===== config.mk =====
export PLATFORM = sky130hd
export DESIGN_NAME = sipo_loader
export DESIGN_NICKNAME = d
export VERILOG_FILES = /design/src/rtl/sipo_loader.sv
export SDC_FILE = /design/constraint.sdc
export NUM_CORES = 1
export LEC_CHECK = 0
export CORE_AREA = 2 2 45 47
export CTS_BUF_LIST = sky130_fd_sc_hd__clkbuf_2 sky130_fd_sc_hd__clkbuf_4 sky130_fd_sc_hd__clkbuf_8
export DETAILED_ROUTE_END_ITERATION = 6
export DIE_AREA = 0 0 47 49
export PLACE_DENSITY = 0.74
export SYNTH_ARGS = -nofsm -noshare
export SYNTH_HDL_FRONTEND = slang
export SYNTH_SLANG_ARGS = --single-unit

===== constraint.sdc =====
create_clock -name clk -period 3.6 [get_ports clk]
set_clock_uncertainty 0.2 [all_clocks]
set_input_delay 1.08 -clock clk [delete_from_list [all_inputs] [get_ports clk]]
set_output_delay 1.08 -clock clk [all_outputs]
set_load 0.02 [all_outputs]

===== src/rtl/sipo_loader.sv =====
// Serial-in parallel-out word assembler feeding a downstream controlled buffer register.
// Latency: load pulses one cycle after the edge that accepts the final bit of a frame.
// Backpressure: busy is high only in the LOAD cycle; a bit offered then is dropped and must be held.
//
// Ports:
//   clk        single clock, rising edge
//   clr        synchronous active-high reset, highest priority
//   sin        serial data bit, LSB of the word first
//   sin_valid  qualifies sin; accepted when busy=0
//   x          last completed word (buff_len bits), held between frames
//   load       one-cycle pulse marking x as new
//   busy       high when a bit would not be accepted
//   par_err    one-cycle pulse on a bad parity bit (tied 0 without parity)
//
// Optional feature: define SIPO_PARITY_EN to append an even-parity bit to each
// frame; the PAR state then waits for it before the word is released.
module sipo_loader #(
    parameter int buff_len = 4
) (
    input  logic                clk,
    input  logic                clr,
    input  logic                sin,
    input  logic                sin_valid,
    output logic [buff_len-1:0] x,
    output logic                load,
    output logic                busy,
    output logic                par_err
);

    typedef enum logic [1:0] {
        IDLE  = 2'd0,
        SHIFT = 2'd1,
        LOAD  = 2'd2
`ifdef SIPO_PARITY_EN
        ,
        PAR   = 2'd3
`endif
    } state_t;

    state_t              state;
    state_t              state_nxt;
    logic [7:0]          cnt;
    logic [buff_len-1:0] sreg;
    logic [buff_len-1:0] sreg_nxt;
    logic                accept;
    logic                last_bit;

`ifdef SIPO_PARITY_EN
    // Set when the parity bit was wrong; the LOAD cycle then reports an error
    // instead of a load and x is left untouched.
    logic                err_q;
    logic                par_ok;

    assign par_ok = (sin == ^sreg);
`endif

    assign accept   = sin_valid && !busy;
    assign last_bit = (cnt == 8'(buff_len - 1));

    // Shift register with the incoming bit written at the counter position;
    // used both for the register update and for the word handed to x.
    always_comb begin
        sreg_nxt = sreg;
        for (int i = 0; i < buff_len; i++) begin
            if (cnt == 8'(i)) begin
                sreg_nxt[i] = sin;
            end
        end
    end

    // State register
    always_ff @(posedge clk) begin
        if (clr) begin
            state <= IDLE;
        end else begin
            state <= state_nxt;
        end
    end

    // Next-state logic
    always_comb begin
        state_nxt = state;
        case (state)
            IDLE, SHIFT: begin
                if (accept) begin
                    if (last_bit) begin
`ifdef SIPO_PARITY_EN
                        state_nxt = PAR;
`else
                        state_nxt = LOAD;
`endif
                    end else begin
                        state_nxt = SHIFT;
                    end
                end
            end
`ifdef SIPO_PARITY_EN
            PAR: begin
                if (accept) begin
                    state_nxt = LOAD;
                end
            end
`endif
            LOAD:    state_nxt = IDLE;
            default: state_nxt = IDLE;
        endcase
    end

    // Output logic: all handshake outputs decode from the state register
    always_comb begin
        busy    = (state == LOAD);
`ifdef SIPO_PARITY_EN
        load    = (state == LOAD) && !err_q;
        par_err = (state == LOAD) && err_q;
`else
        load    = (state == LOAD);
        par_err = 1'b0;
`endif
    end

    // Datapath: counter, shift register and the output word
    always_ff @(posedge clk) begin
        if (clr) begin
            cnt  <= 8'd0;
            sreg <= '0;
            x    <= '0;
`ifdef SIPO_PARITY_EN
            err_q <= 1'b0;
`endif
        end else begin
            case (state)
                IDLE, SHIFT: begin
                    if (accept) begin
                        sreg <= sreg_nxt;
                        cnt  <= cnt + 8'd1;
`ifndef SIPO_PARITY_EN
                        // x only moves when the word is complete
                        if (last_bit) begin
                            x <= sreg_nxt;
                        end
`endif
                    end
                end
`ifdef SIPO_PARITY_EN
                PAR: begin
                    if (accept) begin
                        if (par_ok) begin
                            x     <= sreg;
                            err_q <= 1'b0;
                        end else begin
                            err_q <= 1'b1;
                        end
                    end
                end
`endif
                LOAD: begin
                    cnt <= 8'd0;
`ifdef SIPO_PARITY_EN
                    err_q <= 1'b0;
`endif
                end
                default: begin
                    cnt <= 8'd0;
                end
            endcase
        end
    end

endmodule


==> impl_table.tex <==
\begin{tabular}{lr}
\hline
Metric & Value \\
\hline
\multicolumn{2}{l}{\textbf{Final layout}} \\
\quad Share of layout cells above drive strength 1 & about 14\% \\
\quad Count of filler cells inserted in the layout & about 180 \\
\quad NumNets Final & between 100 and 150 \\
\quad Synth-to-layout area growth & 15.8\% \\
\quad Area of combinational cells with multiple inputs & between 400 and 500 sq um \\
\quad Count of placed standard cells in the final layout, fillers left out & 125 \\
\quad Total area of sequential cells & $\sim$340 sq um \\
\quad Commonest non-fill, non-tap cells in the layout & dfxtp\_1 (17), nor2\_1 (16), clkdlybuf4s50\_1 (9) \\
\quad Most common cell after layout, fill and taps aside & dfxtp\_1 \\
\quad Antenna Diode Count & 0 \\
\multicolumn{2}{l}{\textbf{Yosys}} \\
\quad Most used DFF post-synth & dfxtp\_1 \\
\quad Mean area per synthesized cell & between 9 and 10 sq um \\
\quad Cell count after synthesis & 89 \\
\quad Net count of the mapped netlist & between 90 and 100 \\
\quad Proportion of synthesized chip area in sequential cells & between 40\% and 50\% \\
\quad Synth unique cells & 28 \\
\quad Post-synth ARST share & 0\% \\
\quad Number of enable flip-flop cells after synthesis & 0 \\
\quad Total of flip-flops plus latches after synthesis & 17 \\
\quad Number of warnings printed during yosys synthesis & 0 \\
\quad Cell area after technology mapping & about 850 sq um \\
\multicolumn{2}{l}{\textbf{Placed design}} \\
\quad Port Buffers & 9 \\
\quad HPWL reported at the end of detailed placement & roughly 1.1 mm \\
\quad Final Wtd Congestion & $\sim$0.77 \\
\quad Placed insts & $\sim$120 \\
\multicolumn{2}{l}{\textbf{CTS}} \\
\quad Clock latency of the later-clocked register in the worst-skew pair & roughly 280 ps \\
\quad Hold buffers post-CTS & 0 \\
\quad Clock tree from TritonCTS & yes \\
\quad CTS HTree Levels & 1 \\
\quad Clock Root Buffer & clkbuf\_4 \\
\quad Count of buffers added by post-CTS timing repair for setup & 0 \\
\quad Clock-pin slew reported for the worst setup and hold paths after clock tree synthesis & 100 ps \\
\quad Maximum number of buffers from clock root to sink & 2 \\
\quad Number of buffers inserted during clock tree synthesis & 3 \\
\quad Clock net sink count & 17 \\
\quad Number of instances resized during post-cts repair & 0 \\
\multicolumn{2}{l}{\textbf{GRT}} \\
\quad Antenna violations before repair & 0 \\
\quad Final global-route overflow total & 0 \\
\quad Wire length of the first global-routing pass & roughly 2.4 mm \\
\quad Largest net degree at the start of global routing & 11 \\
\quad Number of global-route vias before repair & around 580 \\
\quad Combined global-route utilization of all metal layers & approximately 14\% \\
\multicolumn{2}{l}{\textbf{Timing}} \\
\quad Count of endpoints failing setup in the final report & 0 \\
\quad RSZ-0062 raised after global routing & no \\
\quad Total negative setup slack & 0 ps \\
\quad Final clock period utilization by the worst path & 78.9\% \\
\quad Final hold violation count & 0 \\
\quad Number of max-slew violations in the final report & 0 \\
\quad Timing-limited maximum frequency & between 300 and 400 MHz \\
\quad Post-layout minimum cycle time & 2840 ps \\
\multicolumn{2}{l}{\textbf{Routing}} \\
\quad Vias after detailed routing & between 600 and 700 \\
\quad Post-detailed-route count of antenna-violating nets & 0 \\
\quad Number of iterations in the first detailed-routing pass & 3 \\
\quad Routed Wire Length & about 1.5 mm \\
\quad DR vias/cell & about 5.1 \\
\quad Post-DR wirelength/cell & 11.6 microns \\
\quad DRC Markers & 0 \\
\quad Violation count after the first detailed-routing iteration & 1 \\
\multicolumn{2}{l}{\textbf{Run}} \\
\quad Number of max-cap violations & 0 \\
\multicolumn{2}{l}{\textbf{Run status}} \\
\quad Outcome & finished clean \\
\multicolumn{2}{l}{\textbf{Floorplanning}} \\
\quad Die boundary width & 47 microns \\
\quad Placeable core area & about 0.0018 sq mm \\
\quad I/O Pins & 11 \\
\quad Number of rows created at floorplan & 16 \\
\quad Initial core utilization & between 40\% and 50\% \\
\quad Die area & 0.00230 sq mm \\
\quad Y dimension of the die & roughly 49 microns \\
\multicolumn{2}{l}{\textbf{Worst setup path}} \\
\quad Worst path required time & roughly 2300 ps \\
\quad CP Capture Type & output port \\
\quad Data arrival time at the worst-slack endpoint & around 1600 ps \\
\quad Category of the worst setup path launch point & flip-flop \\
\quad Kind of critical path & reg2out \\
\quad Worst setup slack for register-to-register paths & approximately 2000 ps \\
\quad Highest fanout seen on the critical path & 7 \\
\multicolumn{2}{l}{\textbf{Power and ir drop}} \\
\quad VDD IR max & 0.256 mV \\
\quad Power per cell area & between 300 and 400 mW/mm\^{}2 \\
\quad Pleak & 0.423 nW \\
\multicolumn{2}{l}{\textbf{Hold path}} \\
\quad Worst hold path type & reg2reg \\
\hline
\end{tabular}
[worst paths after layout]
check / start / to / cells after the start
worst max-delay path: state[0]$_SDFFE_PP0P_ / busy / 3
worst max register to register: cnt[2]$_SDFFE_PP0P_ / x[2]$_SDFFE_PP0P_ / 4
worst min-delay path: cnt[7]$_SDFFE_PP0P_ / cnt[7]$_SDFFE_PP0P_ / 2
worst min register to register: cnt[7]$_SDFFE_PP0P_ / cnt[7]$_SDFFE_PP0P_ / 2
[sequential cells by signal (all words and copies together), names as in the netlist]
signal / flops
sreg: 3
cnt: 8
x: 4
state: 2
[synth_stat cells (2+ instances only)]
cell	instances	area, sq um
nand3_1	3	15.0
buf_4	2	15.0
nor2_1	16	60.1
ha_1	4	50.1
dfxtp_1	17	340
mux2i_1	8	80.1
clkbuf_1	2	7.51
mux2_2	3	33.8
nand4_1	8	50.1
o21ai_0	2	10.0
inv_1	3	11.3
xor2_1	5	43.8
[through the flow]
stage                     cell area, sq um  power (mW)  hold WS [ps]  worst slack, ps  utilization [%]
after floorplan                        850       0.233           258             1470                -
after global placement                 953       0.243           275              910             51.8
after detailed placement               953       0.244           291              863             51.8
after CTS                              983       0.352           314              746             53.4
after global routing                   983       0.364           341              687             53.4
final                                  983       0.347           308              759             53.4
[kinds of logic after synthesis]
kind of cell | after synthesis | synth area share, %
AOI/OAI and AO/OA | 3 | 1.77
DFF | 17 | 40.1
and+or+nand+nor | 39 | 27.7
other | 1 | 0.441
muxes | 11 | 13.4
adders and majority gates | 4 | 5.89
xor gates and xnor gates | 6 | 6.19
buffers and inverters | 8 | 4.56
[worst max-delay path: stages (launching register included)]
cell	delay, ps
dfxtp_1	320
nand2b_1	240
inv_1	110
clkdlybuf4s50_1	600
[final cells by class]
cell class,instances,share of cell area (%)
multi-input cells,64,47.8
flip-flops and latches,17,34.6
repair buffers,10,9.92
well taps,27,3.44
clock buffers,4,3.05
inverters,3,1.15
[power by group]
part | leakage (nW) | switching [mW] | internal (mW)
Sequential | 0.138 | 0.00497 | 0.193
Clock | 0.0184 | 0.0568 | 0.0506
Combinational | 0.267 | 0.0211 | 0.0202
[routing by layer]
metal	global-route usage (%)	up-vias	wire [microns]
li1	-	320	-
met4	4.17	0	12
met1	17.5	309	683
met3	5.56	2	67
met2	22.4	11	691
met5	0	-	0
No activity file was read; power rests on OpenSTA's default activity.
